==> config.mk <==
export PLATFORM = sky130hd
export DESIGN_NAME = instr_decode_latch
export DESIGN_NICKNAME = d
export VERILOG_FILES = /design/src/rtl/cpu_pkg.sv /design/src/rtl/decode_skid_entry.sv /design/src/rtl/instr_decode_latch.sv
export SDC_FILE = /design/constraint.sdc
export NUM_CORES = 1
export LEC_CHECK = 0
export BUFFER_PORTS_ARGS = -buffer_cell sky130_fd_sc_hd__buf_2
export CORE_MARGIN = 2
export CORE_UTILIZATION = 45
export DETAILED_ROUTE_END_ITERATION = 10
export PLACE_DENSITY_LB_ADDON = 0.2
export RECOVER_POWER = 100
export SKIP_LAST_GASP = 1
export SLEW_MARGIN = 20
export SYNTH_ARGS = -nofsm -noshare
export SYNTH_HDL_FRONTEND = slang
export SYNTH_SLANG_ARGS = --single-unit
==> constraint.sdc <==
create_clock -name clk -period 2.7 [get_ports clk]
set_input_delay 0.675 -clock clk [delete_from_list [all_inputs] [get_ports clk]]
set_output_delay 0.675 -clock clk [all_outputs]
set_load 0.01 [all_outputs]
==> src/rtl/cpu_pkg.sv <==
// Shared field map and opcode constants for the 16-bit processor decode stage.
package cpu_pkg;

  localparam int INSTR_W = 16;

  localparam int OP_MSB    = 15;
  localparam int OP_LSB    = 12;
  localparam int RA_MSB    = 11;
  localparam int RA_LSB    = 8;
  localparam int RB_MSB    = 7;
  localparam int RB_LSB    = 4;
  localparam int FUNCT_MSB = 3;
  localparam int FUNCT_LSB = 0;
  localparam int IMM_MSB   = 7;
  localparam int IMM_LSB   = 0;

  localparam logic [3:0] OP_ALU  = 4'h0;
  localparam logic [3:0] OP_ADDI = 4'h1;
  localparam logic [3:0] OP_LDI  = 4'h2;
  localparam logic [3:0] OP_LD   = 4'h3;
  localparam logic [3:0] OP_ST   = 4'h4;
  localparam logic [3:0] OP_BEQ  = 4'h5;
  localparam logic [3:0] OP_JMP  = 4'h6;
  localparam logic [3:0] OP_HALT = 4'hF;

  typedef struct packed {
    logic [INSTR_W-1:0] pc;
    logic [INSTR_W-1:0] instr;
  } fetch_entry_t;

  function automatic logic is_halt(input logic [INSTR_W-1:0] instr);
    return (instr[OP_MSB:OP_LSB] == OP_HALT);
  endfunction

endpackage

==> src/rtl/decode_skid_entry.sv <==
// One {pc, instr} holding register with a valid flag; load has priority over clear.
module decode_skid_entry #(
  parameter int W = 16
) (
  input  logic         clk,
  input  logic         rst_n,
  input  logic         load,
  input  logic         clear,
  input  logic [W-1:0] d_pc,
  input  logic [W-1:0] d_instr,
  output logic         valid,
  output logic [W-1:0] pc,
  output logic [W-1:0] instr
);

  logic         valid_q, valid_d;
  logic [W-1:0] pc_q, pc_d;
  logic [W-1:0] instr_q, instr_d;

  // Next-state: data only changes on load, so a cleared entry keeps its last contents.
  always_comb begin
    valid_d = valid_q;
    pc_d    = pc_q;
    instr_d = instr_q;
    if (load) begin
      valid_d = 1'b1;
      pc_d    = d_pc;
      instr_d = d_instr;
    end else if (clear) begin
      valid_d = 1'b0;
    end else begin
      valid_d = valid_q;
    end
  end

  // Entry state registers.
  always_ff @(posedge clk or negedge rst_n) begin
    if (!rst_n) begin
      valid_q <= 1'b0;
      pc_q    <= {W{1'b0}};
      instr_q <= {W{1'b0}};
    end else begin
      valid_q <= valid_d;
      pc_q    <= pc_d;
      instr_q <= instr_d;
    end
  end

  assign valid = valid_q;
  assign pc    = pc_q;
  assign instr = instr_q;

endmodule

==> src/rtl/instr_decode_latch.sv <==
// Decode-stage input register: valid/ready latch, field split, HALT detect, retire count.
// Define SKID_BUFFER_EN for a second (skid) entry and a registered in_ready.
module instr_decode_latch
  import cpu_pkg::*;
#(
  parameter int DATA_W = 16,
  parameter int CNT_W  = 16
) (
  input  logic              clk,
  input  logic              rst_n,
  input  logic              in_valid,
  output logic              in_ready,
  input  logic [DATA_W-1:0] in_instr,
  input  logic [DATA_W-1:0] in_pc,
  input  logic              flush,
  output logic              out_valid,
  input  logic              out_ready,
  output logic [3:0]        out_op,
  output logic [3:0]        out_ra,
  output logic [3:0]        out_rb,
  output logic [3:0]        out_funct,
  output logic [7:0]        out_imm8,
  output logic [DATA_W-1:0] out_pc,
  output logic              halted,
  output logic [CNT_W-1:0]  instr_count
);

  logic              accept_s;
  logic              retire_s;
  logic              out_free_s;
  logic              out_load_s;
  logic              out_clear_s;
  logic [DATA_W-1:0] out_d_pc_s;
  logic [DATA_W-1:0] out_d_instr_s;
  logic              out_v_s;
  logic [DATA_W-1:0] out_pc_s;
  logic [DATA_W-1:0] out_instr_s;

  logic              halted_q, halted_d;
  logic [CNT_W-1:0]  cnt_q, cnt_d;

  assign retire_s   = out_v_s && out_ready;
  assign accept_s   = in_valid && in_ready;
  assign out_free_s = !out_v_s || out_ready;

  decode_skid_entry #(.W(DATA_W)) u_out_entry (
    .clk     (clk),
    .rst_n   (rst_n),
    .load    (out_load_s),
    .clear   (out_clear_s),
    .d_pc    (out_d_pc_s),
    .d_instr (out_d_instr_s),
    .valid   (out_v_s),
    .pc      (out_pc_s),
    .instr   (out_instr_s)
  );

`ifdef SKID_BUFFER_EN
  logic              skid_load_s;
  logic              skid_clear_s;
  logic              skid_v_s;
  logic              skid_v_nxt_s;
  logic [DATA_W-1:0] skid_pc_s;
  logic [DATA_W-1:0] skid_instr_s;
  logic              in_ready_q, in_ready_d;

  decode_skid_entry #(.W(DATA_W)) u_skid_entry (
    .clk     (clk),
    .rst_n   (rst_n),
    .load    (skid_load_s),
    .clear   (skid_clear_s),
    .d_pc    (in_pc),
    .d_instr (in_instr),
    .valid   (skid_v_s),
    .pc      (skid_pc_s),
    .instr   (skid_instr_s)
  );

  // Skid drains into the output first; a new word goes to skid if output is stalled or skid is draining.
  always_comb begin
    out_load_s    = !flush && out_free_s && (skid_v_s || accept_s);
    out_d_pc_s    = skid_v_s ? skid_pc_s : in_pc;
    out_d_instr_s = skid_v_s ? skid_instr_s : in_instr;
    out_clear_s   = flush || (retire_s && !skid_v_s && !accept_s);
    skid_load_s   = !flush && accept_s && (!out_free_s || skid_v_s);
    skid_clear_s  = flush || (out_free_s && skid_v_s && !accept_s);
    if (skid_load_s) begin
      skid_v_nxt_s = 1'b1;
    end else if (skid_clear_s) begin
      skid_v_nxt_s = 1'b0;
    end else begin
      skid_v_nxt_s = skid_v_s;
    end
    in_ready_d = !skid_v_nxt_s && !halted_d;
  end

  // Registered ready; resets low so fetch sees ready from the first edge after reset.
  always_ff @(posedge clk or negedge rst_n) begin
    if (!rst_n) begin
      in_ready_q <= 1'b0;
    end else begin
      in_ready_q <= in_ready_d;
    end
  end

  assign in_ready = in_ready_q;
`else
  logic rdy_en_q;

  // Holds ready low until the first edge after reset release.
  always_ff @(posedge clk or negedge rst_n) begin
    if (!rst_n) begin
      rdy_en_q <= 1'b0;
    end else begin
      rdy_en_q <= 1'b1;
    end
  end

  assign in_ready = rdy_en_q && !halted_q && out_free_s;

  // Single entry: a new word can only land when the output is empty or retiring.
  always_comb begin
    out_load_s    = accept_s && !flush;
    out_d_pc_s    = in_pc;
    out_d_instr_s = in_instr;
    out_clear_s   = flush || (retire_s && !accept_s);
  end
`endif

  // A flushed retire is neither counted nor allowed to set halted.
  always_comb begin
    if (retire_s && !flush) begin
      cnt_d    = cnt_q + {{(CNT_W-1){1'b0}}, 1'b1};
      halted_d = halted_q || is_halt(out_instr_s);
    end else begin
      cnt_d    = cnt_q;
      halted_d = halted_q;
    end
  end

  // Sticky halt flag and retire counter.
  always_ff @(posedge clk or negedge rst_n) begin
    if (!rst_n) begin
      halted_q <= 1'b0;
      cnt_q    <= {CNT_W{1'b0}};
    end else begin
      halted_q <= halted_d;
      cnt_q    <= cnt_d;
    end
  end

  assign out_valid   = out_v_s;
  assign out_pc      = out_pc_s;
  assign out_op      = out_instr_s[OP_MSB:OP_LSB];
  assign out_ra      = out_instr_s[RA_MSB:RA_LSB];
  assign out_rb      = out_instr_s[RB_MSB:RB_LSB];
  assign out_funct   = out_instr_s[FUNCT_MSB:FUNCT_LSB];
  assign out_imm8    = out_instr_s[IMM_MSB:IMM_LSB];
  assign halted      = halted_q;
  assign instr_count = cnt_q;

endmodule
# After elaboration in Yosys (flattened, before gate mapping)
# Index checks and enable logic that the tools add are counted.
# word_totals
regBits	51
in_bits	37
out_inout_bits	59
wordCells	25
# op_classes
n_addsub	1
n_eq_ne	1
n_mux	2
reduce_logical	15
# ops
cell	n
adder 16 x 1 -> 16 bit, second input constant	1
logical AND 1 bit	7
== test 4 bit, second input constant	1
zero test 1 bit	4
logical OR 1 bit	3
two-way mux 1 bit	2
nonzero test 2 bit	1

# Logic depth before layout (Yosys ltp)
# depth
ltp_word	9
depth_mapped	6
ltp_nobuf	5

# Cells and area by module
# A second synthesis with hierarchy kept.
# unflattened
hier_cells	151
hier_area_um2	2314.7
# by_module_without_submodules
module	n_inst	cells_each	area_each_um2	seq_area_each_um2
decode_skid_entry	1	71	1377.6	825.8
instr_decode_latch	1	80	937.1	450.4

# Least setup slack after synthesis
# OpenSTA, ideal clock, no wires.
# synth_path
path_type	input port to flip-flop
startpoint	input out_ready
endpoint	register u_out_entry.instr_q[0], in the netlist u_out_entry.instr[0]
setup_time_ns	0.125
arrival_ns	1.714
required_ns	2.575
slack_ns	0.861
stages	6
path_buffers	2
cell_sequence	nor2b_2 > nor3b_2 > and3b_1 > buf_6 > buf_12 > mux2_4
# synth_via
elab_chain_len	4
# synth_lines
item	line_no	source
from (decl)	instr_decode_latch.sv:17	input logic out_ready,
logical OR 1 bit	instr_decode_latch.sv:44	assign out_free_s = !out_v_s || out_ready;
logical AND 1 bit	instr_decode_latch.sv:119	assign in_ready = rdy_en_q && !halted_q && out_free_s;
via in_ready	instr_decode_latch.sv:12	output logic in_ready,
logical AND 1 bit	instr_decode_latch.sv:43	assign accept_s = in_valid && in_ready;
logical AND 1 bit	instr_decode_latch.sv:123	out_load_s = accept_s && !flush;
to (signal assigned)	decode_skid_entry.sv:41	instr_q <= {W{1'b0}};
to (signal assigned)	decode_skid_entry.sv:45	instr_q <= instr_d;
to (decl)	decode_skid_entry.sv:18	logic [W-1:0] instr_q, instr_d;
# The timed path passes the listed nets, and every way through them passes these cells.
# A chain may end at the register's enable or synchronous reset.

# Final worst setup path
# layout_path
startpoint	input flush
endpoint	register cnt_q[9], in the netlist instr_count[9]
# layout_via
elab_chain_len	2
# layout_lines
item	line_no	source
from (decl)	instr_decode_latch.sv:15	input logic flush,
zero test 1 bit	instr_decode_latch.sv:132	if (retire_s && !flush) begin
logical AND 1 bit	instr_decode_latch.sv:132	
to (signal assigned)	instr_decode_latch.sv:145	cnt_q <= {CNT_W{1'b0}};
to (signal assigned)	instr_decode_latch.sv:148	cnt_q <= cnt_d;
to (decl)	instr_decode_latch.sv:40	logic [CNT_W-1:0] cnt_q, cnt_d;
# Every way passes these cells.

==> results summary <==
The number of inserted diodes is 0. The placed cell area came out at between 2000 and 3000 sq um. The run finished with clean final reports. The max-slew violation total from the final report is 0.

The area growth from synthesis to layout came out at 14.9%. The number of max-cap violations came out at 0. The hold violation count in the final report came out at 0. The number of resized instances in the post-cts repair step came out at 0. STA classifies the critical path endpoint as a flop. The filler cells instantiated in the layout total around 480.

The initial antenna violation count is 0. The total power density per cell area is 678 nW/um^2. The total routing usage reported by global routing is roughly 16%. Counting flops and latches in the post-synthesis netlist gives about 50. From bottom edge to top edge, the die measures around 75 um. The first global-routing pass estimated approximately 6700 um of wire. The number of library cell types mapped by synthesis came out at 27.

The area of combinational cells with multiple inputs came out at 717 sq um. The insertion delay of the later-clocked pin in the worst-skew pair came out at roughly 0.29 ns. The area taken by flip-flops and latches came out at between 1000 and 1500 sq um. The synthesized netlist cell count came out at 146. Setup violations remaining at the end of the flow were counted as 0. The count of buffers added by post-CTS timing repair for setup is 0.

The count of synthesis-stage warnings from yosys came out at 0. The clock buffer count from CTS came out at 5. The top-level I/O count is between 90 and 100.

The measured slew at the worst slew-check pin came out at 1.44 ns. The die width is roughly 75 um. The average cell area after synthesis is roughly 15 sq um. The clock root buffer is clkbuf_8. The post-route setup TNS is 0 ns.

Setup repair after global routing left no endpoint under its margin. The number of H-tree levels is 2. The final-stage net count is ~280. Setup slack closes at 0.496 ns. The via count normalized by instance count came out at about 4.7.

The hold-fix buffer count after cts is 0. The number of global-route vias before repair was between 1k and 1.5k. The routed length per instance is approximately 13 um. The total overflow left after global routing is 0. The number of search-and-repair iterations in the first detailed-routing pass came out at 4.

The post-synthesis instance area came out at 2260 sq um. The DRC violation total after the first TritonRoute iteration is 43. The worst voltage drop across the vdd grid came out at ~310 uV. The die covers about 5600 sq um.

The largest fanout on the critical path is 6. Between clock sinks in the finished design, the worst skew comes to 0.00699 ns. The number of vias in the routed layout came out at about 1.4k.

TritonCTS built the clock tree. The sequential-to-total area share from yosys stat is a little under three fifths. The final routed wirelength across all metal layers is about 4100 um.

The static leakage power is 0.00121 uW. The worst setup path is of the in -> reg kind. The maximum achievable frequency is roughly 450 MHz. The remaining number of nets flagged by the antenna check after routing is 0. CTS saw 51 sinks. The nature of the critical path startpoint is a primary input. The share of the cycle needed by the critical path after routing came out at 81.6%. The ratio of cells with drive above 1 in the final layout is 20.7%. Entering global routing, the biggest net connects 28 pins. Before CTS, the worst setup slack after placement is approximately 0.56 ns. The normalized max-slew margin came out at 4.33%. The min-delay analysis places its worst path in the category reg -> reg. After layout, the minimum clock period comes to between 2 and 2.5 ns. The number of buffers on the longest clock path is 2.

The clock-pin slew on the worst setup and hold paths came out at roughly 0.080 ns. The net count after synthesis is approximately 180. The final weighted congestion in routability-driven placement came out at between 0.7 and 0.8. The number of design rule violations left after detail routing came out at 0.

In this run the core area contains 25 standard-cell rows. The wire-length estimate of the detail-placed layout is about 3200 um. The number of I/O port buffers came out at 95.

The arrival time at the worst endpoint came out at approximately 2.4 ns. The data required time of the worst path is 2.91 ns. The initial core utilization came out at between 40% and 50%. In this run the standard cell core region covers roughly 4800 sq um. The summed area of non-filler cells in the final layout came out at 2600 sq um.
==> state kept, by name (all words and copies together) (netlist names) <==
signal	count
instr_count	16
u_out_entry.pc	16
u_out_entry.instr	16
rdy_en_q	1
u_out_entry.valid	1
halted	1
==> cell usage after synthesis <==
master    count  area share (%)
conb_1        1            0.17
or2_1         1            0.28
xor2_1        8             3.1
buf_12        3             2.7
mux2_2        4             2.0
nor2_1        4            0.66
nor3_1        2            0.44
nor3b_1       1            0.33
and3_1        3            0.83
xnor2_1       7             2.7
nor4_4        1            0.94
nand3_1       4            0.89
buf_4         8             2.7
nand4_1       4             1.1
and3b_1       1            0.39
nand3b_4      1            0.89
ha_1          1            0.55
nand2_1       5            0.83
nor2b_2       1            0.39
o21bai_1      1            0.33
nor3b_2       1            0.55
buf_6         1            0.50
mux2_4       29              19
and4b_2       1            0.50
and4_1        1            0.39
dfrtp_1      51              56
inv_1         1            0.17
==> cell families (layout without fill, tap and decap cells) <==
| group | count (synthesis) | after routing | synth area share [%] |
|---|---|---|---|
| flip-flops | 51 | 51 | 56.5 |
| multiplexers | 33 | 33 | 21.3 |
| AND/OR/NAND/NOR | 31 | 31 | 9.41 |
| XOR/XNOR | 15 | 15 | 5.81 |
| buffers and inverters | 13 | 108 | 5.98 |
| adder cells (fa/ha/maj) | 1 | 1 | 0.554 |
| other | 1 | 1 | 0.166 |
| AO/OA/AOI/OAI | 1 | 1 | 0.332 |
==> power breakdown <==
group / total, uW / switching (uW) / leakage, uW / internal, uW
clock: 407 / 225 / 0.0000422 / 182
sequential: 982 / 92.5 / 0.000631 / 890
combinational: 371 / 203 / 0.000532 / 168
==> worst paths after layout <==
| check | startpoint | endpoint | slack (ns) | cells past startpoint |
|---|---|---|---|---|
| worst max-delay path | flush | instr_count[9] | 0.50 | 5 |
| worst min-delay path | instr_count[15] | instr_count[15] | 0.47 | 1 |
| worst max register to register | u_out_entry.valid | u_out_entry.instr[3] | 0.57 | 5 |
| worst min register to register | instr_count[15] | instr_count[15] | 0.47 | 1 |
| max in group asynchronous | rst_n | instr_count[13] | 0.95 | 2 |
| min in group asynchronous | rst_n | u_out_entry.instr[9] | 0.70 | 1 |
==> per-stage QoR <==
| step | utilization, % | power [uW] | cells | hold WS [ns] |
|---|---|---|---|---|
| floorplan | - | 1300 | 146 | 0.379 |
| detailed placement | 57.1 | 1490 | 300 | 0.468 |
| global route | 54.2 | 1880 | 308 | 0.497 |
| global placement | 57.1 | 1480 | 300 | 0.460 |
| finish | 54.2 | 1760 | 308 | 0.473 |
| CTS | 58.8 | 1910 | 308 | 0.393 |
==> cell usage in the layout (no fill, tap or decap) <==
cell       n
mux2_4     3
and3_1     3
buf_12     1
conb_1     1
clkbuf_8   5
and4_1     1
nor3b_1    2
nor3_1     2
ha_1       1
clkbuf_1  65
mux2_2     4
mux2_1    26
o21bai_1   1
buf_4      1
buf_2     34
nand2_1    5
nand3_1    4
inv_1      1
nor2b_2    1
and4b_1    1
nor2_1     4
nor4_1     1
and3b_1    1
xnor2_1    7
dfrtp_1   51
xor2_1     8
nand3b_1   1
clkinv_2   1
or2_1      1
nand4_1    4
==> worst max-delay path: stages <==
cell and delay, ns:
clkbuf_1 0.11, nand3b_1 0.31, nor4_1 0.89, and3_1 0.27, xor2_1 0.16
==> final cells by class <==
type                       count  area share (%)
sequential                    51            49.2
multi-input combinational     82            27.6
timing repair buffer          99            16.7
tap                           67            3.23
clock buffer                   7            2.94
clock inverter                 1           0.193
inverter                       1           0.145
==> per-layer routing <==
metal  up-vias  part of all wire (%)  GRT usage [%]
met5         -                     0              0
met4         0                  0.53           4.17
met3         2                   5.3           4.95
met2        46                    50           24.1
met1       715                    44           22.3
li1        680                     -              -
Note: power is estimated with default switching activity, not from simulation.
